--- src/rtl/commit_trace_fifo.sv ---
// Commit trace capture FIFO: arms on the first commit at START_PC, then records every
// valid commit into a first-word fall-through circular buffer, counting drops when full.
module commit_trace_fifo #(
    parameter int unsigned DEPTH    = 8,
    parameter logic [63:0] START_PC = 64'h8000_0000
) (
    input  logic                     clk,
    input  logic                     rstn,
    input  logic                     commit,
    input  logic                     stall_exe,
    input  logic [63:0]              pc,
    input  logic [31:0]              instr,
    input  logic [4:0]               xreg_dest,
    input  logic                     wr_en,
    input  logic [63:0]              commit_data,
    input  logic                     excep,
    input  logic                     csr_excep_valid,
    input  logic [63:0]              csr_cause,
    output logic                     out_valid,
    input  logic                     out_ready,
    output logic [63:0]              out_pc,
    output logic [31:0]              out_instr,
    output logic [4:0]               out_dest,
    output logic [63:0]              out_data,
    output logic                     out_wr_valid,
    output logic                     out_excep,
    output logic [63:0]              out_cause,
    output logic [31:0]              out_seq,
    output logic                     armed,
    output logic [$clog2(DEPTH):0]   count,
    output logic                     overflow,
    output logic [15:0]              drop_cnt
);

    localparam int unsigned AW = $clog2(DEPTH);
    localparam int unsigned CW = AW + 1;
    localparam logic [CW-1:0] FullCount = CW'(DEPTH);

    typedef struct packed {
        logic [63:0] pc;
        logic [31:0] instr;
        logic [4:0]  dest;
        logic [63:0] data;
        logic        wr_valid;
        logic        excep;
        logic [63:0] cause;
        logic [31:0] seq;
    } entry_t;

    entry_t          mem_q [DEPTH];
    entry_t          wr_entry;
    entry_t          head;

    logic            armed_q, armed_d;
    logic [CW-1:0]   count_q, count_d;
    logic [AW-1:0]   wr_ptr_q, wr_ptr_d;
    logic [AW-1:0]   rd_ptr_q, rd_ptr_d;
    logic [31:0]     seq_q, seq_d;
    logic            overflow_q, overflow_d;
    logic [15:0]     drop_cnt_q, drop_cnt_d;

    logic            evt, capture, full, push, pop, drop, excep_any;

    always_comb begin
        evt       = commit && !stall_exe;
        // Unarmed FIFO is always empty, so the arming event can never be dropped.
        capture   = evt && (armed_q || (pc == START_PC));
        full      = (count_q == FullCount);
        out_valid = (count_q != '0);
        pop       = out_valid && out_ready;
        push      = capture && (!full || pop);
        drop      = capture && full && !pop;
        excep_any = excep || csr_excep_valid;

        wr_entry.pc       = pc;
        wr_entry.instr    = instr;
        wr_entry.dest     = xreg_dest;
        wr_entry.data     = commit_data;
        wr_entry.wr_valid = wr_en && (xreg_dest != 5'd0);
        wr_entry.excep    = excep_any;
        wr_entry.cause    = excep_any ? csr_cause : 64'd0;
        wr_entry.seq      = seq_q;
    end

    always_comb begin
        armed_d    = armed_q;
        count_d    = count_q;
        wr_ptr_d   = wr_ptr_q;
        rd_ptr_d   = rd_ptr_q;
        seq_d      = seq_q;
        overflow_d = overflow_q;
        drop_cnt_d = drop_cnt_q;

        if (capture) begin
            armed_d = 1'b1;
        end
        if (push) begin
            wr_ptr_d = wr_ptr_q + 1'b1;
            seq_d    = seq_q + 32'd1;
        end
        if (pop) begin
            rd_ptr_d = rd_ptr_q + 1'b1;
        end
        unique case ({push, pop})
            2'b10:   count_d = count_q + 1'b1;
            2'b01:   count_d = count_q - 1'b1;
            default: count_d = count_q;
        endcase
        if (drop) begin
            overflow_d = 1'b1;
            if (drop_cnt_q != 16'hFFFF) begin
                drop_cnt_d = drop_cnt_q + 16'd1;
            end
        end
    end

    always_ff @(posedge clk) begin
        if (!rstn) begin
            armed_q    <= 1'b0;
            count_q    <= '0;
            wr_ptr_q   <= '0;
            rd_ptr_q   <= '0;
            seq_q      <= 32'd0;
            overflow_q <= 1'b0;
            drop_cnt_q <= 16'd0;
        end else begin
            armed_q    <= armed_d;
            count_q    <= count_d;
            wr_ptr_q   <= wr_ptr_d;
            rd_ptr_q   <= rd_ptr_d;
            seq_q      <= seq_d;
            overflow_q <= overflow_d;
            drop_cnt_q <= drop_cnt_d;
        end
    end

    // Storage is not reset; count and pointers alone define what is valid.
    always_ff @(posedge clk) begin
        if (push && rstn) begin
            mem_q[wr_ptr_q] <= wr_entry;
        end
    end

    always_comb begin
        head         = mem_q[rd_ptr_q];
        out_pc       = head.pc;
        out_instr    = head.instr;
        out_dest     = head.dest;
        out_data     = head.data;
        out_wr_valid = head.wr_valid;
        out_excep    = head.excep;
        out_cause    = head.cause;
        out_seq      = head.seq;
        armed        = armed_q;
        count        = count_q;
        overflow     = overflow_q;
        drop_cnt     = drop_cnt_q;
    end

endmodule

--- config.mk ---
export PLATFORM = sky130hd
export DESIGN_NAME = commit_trace_fifo
export DESIGN_NICKNAME = d
export VERILOG_FILES = /design/src/rtl/commit_trace_fifo.sv
export SDC_FILE = /design/constraint.sdc
export NUM_CORES = 2
export LEC_CHECK = 0
export CAP_MARGIN = 20
export CORE_MARGIN = 2
export CORE_UTILIZATION = 50
export CTS_BUF_LIST = sky130_fd_sc_hd__clkbuf_16
export DETAILED_ROUTE_END_ITERATION = 10
export PLACE_DENSITY = 0.8
export SLEW_MARGIN = 40
export SYNTH_ARGS = -nofsm -noshare
export SYNTH_HDL_FRONTEND = slang
export SYNTH_SLANG_ARGS = --single-unit
export TNS_END_PERCENT = 50
--- constraint.sdc ---
create_clock -name clk -period 74.6 [get_ports clk]
set_clock_uncertainty 0.2 [all_clocks]
set_input_delay 11.19 -clock clk [delete_from_list [all_inputs] [get_ports clk]]
set_output_delay 11.19 -clock clk [all_outputs]
set_load 0.05 [all_outputs]
==> impl_metrics.yaml <==
floorplan:
  die_x_um: 409
  io_pins: 523
  die-area_mm2: 0.168
  num_rows: 148
  core-area_mm2: 0.163
  initial_utilization_pct: 50.4
  die_y_um: 409
cts:
  h-tree-depth: 4
  cts_root_buf: "clkbuf_16"
  cts_buffers: 205
  cts_tree: "done"
  clkTransAtPathRegs_ns: 0.06
  clock_sinks: 2167
  post-cts-setup-buffer-count: 0
  clk_latency_ns: 0.85
  hold_buffers: 0
  cts_resized: 0
  clockBufferDepth: 3
drt:
  firstDrtPassIters: 7
  wirelength_mm: 181
  vias_per_cell: 5.91
  vias: 38400
  drt-initial-drc-count: 4249
  ant_nets: 0
  drt-wirelength-per-cell_um: 27.8
  drcViolationCount: 0
global_route:
  grt_pass1_wl_mm: 263
  grt_pass1_vias: 39700
  grt_usage_pct: 21.3
  antenna_found_initial: 26
  grt_max_degree: 137
  globalRoute.totalOverflow: 0
sta:
  final.setup.tns_ns: 0
  max_freq_ghz: 0.0579
  finalHoldViolations: 0
  fin_crit_ns: 17.26
  setup_viol: 0
  slew_headroom_pct: 35.0
  fin_crit_sh_pct: 23.1
  tightest_slew_ns: 0.976
  drv_slew: 0
  rsz0062_at_grt: "no"
synthesis:
  syn_inst: 3502
  synth_cell_types: 47
  avgSynthCellArea_um2: 23.5
  syn_nets: 3746
  yosysSeqAreaShare_pct: 78.4
  synth-edff-count: 2104
  ys.warnings.count: 0
  synth_seq_cells: 2167
  async_flop_share_pct: 0
  netlist_area_mm2: 0.0822
  synth_ff_type: "edfxtp_1"
critical_path:
  crit_path_top_delay_cell: "dfxtp_4"
  rrSetupSlack_ns: 69.87
  crit_arrival_ns: 5.87
  critPathCaptureType: "primary output"
  path_cells: "buf_6 > buf_6 > buf_6 > buf_6 > mux4_2 > mux2_2 > clkdlybuf4s50_1"
  regToRegStartpoint: "armed"
  crit_fanout: 49
  critPathKind: "register to primary output"
  rr_endpoint: "mem_q[4][195]"
  crit_top_cell: "buf_6"
  critPathLaunchType: "register"
  critPathMaxStageDelay_ns: 0.81
  r2r_cells: 9
  required_ns: 63.21
final_layout:
  fin_nets: 4380
  fin_cells: 6504
  syn2layout_area_growth_pct: 18.3
  final_layout_size_suffix_gt1_share_pct: 26.9
  finalCoreUtilization_pct: 59.7
run:
  drv_cap: 0
pwr:
  p_per_area_mw_per_mm2: 28.8
  p_leak_nw: 30.0
  p_total_mw: 2.80
  peakVddDrop_mv: 0.0292
status:
  run_status: "finished clean"
placed_design:
  dp_hpwl_mm: 101
  place_inst: 6097
  gp_congestion: 0.774
  io_buffers: 522
worst_hold_path:
  hp-start: "rd_ptr_q[1]"
  hold_depth: 2
  hold_class: "register to register"
==> layer usage <==
metal / vias to the layer above / share of wire, % / GRT usage, %
met5: - / 0.024 / 0
met4: 8 / 4.1 / 9.32
li1: 16200 / - / -
met3: 317 / 6.7 / 3.82
met2: 1576 / 51 / 35.6
met1: 20400 / 38 / 27.5
==> cells by family (layout without fill, tap and decap cells) <==
logic type	after synthesis	in the layout	share of synthesized area [%]
AO/OA/AOI/OAI	88	88	0.623
XOR/XNOR	12	12	0.128
adder cells (fa/ha/maj)	7	7	0.116
buffers and inverters	181	983	0.848
flip-flops	2167	2167	78.4
multiplexers	797	797	18.1
other	0	25	0
AND/OR/NAND/NOR	250	250	1.75
==> worst max path at each step <==
stage             start            end  slack (ns)  cells after the start
5_1_grt        register      out_pc[1]       56.83                      7
6_report       register      out_pc[1]       57.34                      7
2_1_floorplan    pc[28]    mem_q[4][0]       35.56                      6
4_1_cts        register      out_pc[1]       57.04                      7
3_3_place_gp     pc[17]  mem_q[6][180]       56.85                     10
3_5_place_dp     pc[17]  mem_q[4][180]       57.08                     11
==> synthesized netlist by cell type, types with 7 or more instances <==
master       n  area, um2
a21oi_1     37        185
buf_1       51        191
clkbuf_1   115        432
dfxtp_1     63       1260
edfxtp_1  2104      63200
inv_1       11       41.3
mux2_2     263       2960
mux2i_1      8       80.1
mux4_2     526      11800
nand2_1     32        120
nand2b_1     8       50.1
nand3_1     24        120
nand4_1     19        119
nor2_1      24       90.1
nor2b_1     65        407
nor4_1      19        119
o21ai_0     29        145
o31ai_1      7       52.6
or3_1       26        163
==> report_power, final <==
part	switching (mW)	internal, mW
Clock	0.441	0.549
Sequential	0.00549	1.33
Combinational	0.260	0.214
Total	0.707	2.10
==> flip-flops by register name, summed over array words and instances, names as in the netlist, named ones only <==
signal,flops
count,4
armed,1
seq_q,32
mem_q,2104
rd_ptr_q,3
wr_ptr_q,3
drop_cnt,16
overflow,1
==> final cells by class <==
class                      instances  area, um2
timing repair buffer             597       6340
fill                           10900      65700
sequential                      2167      64500
clock inverter                   169       1350
clock buffer                     206       5150
tap                             2175       2720
antenna                           25       62.6
multi-input combinational       1154      17100
inverter                          11       41.3
==> cells in the final DEF, fill, tap and decap left out, types with 10 or more instances in the layout <==
cell / count
clkinv_16: 10
bufinv_16: 13
or3_1: 26
nand4_1: 19
diode_2: 25
nor2_1: 22
edfxtp_1: 2104
mux4_2: 526
mux2_2: 263
clkbuf_16: 206
clkinv_1: 50
nor4_1: 15
clkinv_2: 29
a21oi_1: 37
nor2b_1: 64
buf_4: 22
clkdlybuf4s50_1: 521
inv_1: 67
buf_16: 14
buf_6: 24
dfxtp_1: 60
buf_12: 14
nand2_1: 32
o21ai_0: 29
nand3_1: 23
==> through the flow <==
step	setup WS, ns	hold slack [ns]	instance area (um2)
final	57.34	0.281	97200
after global routing	56.83	0.330	97200
after CTS	57.04	0.279	97000
after detailed placement	57.08	0.268	90500
after global placement	56.85	0.259	90100
after floorplan	35.56	0.254	82200
==> worst max-delay path: cells and delay by family, from the launching register on <==
kind | cells | cell delay [ns]
buffers and inverters | 5 | 3.10
DFF | 1 | 0.81
muxes | 2 | 0.93
(Power assumes the default switching activity.)
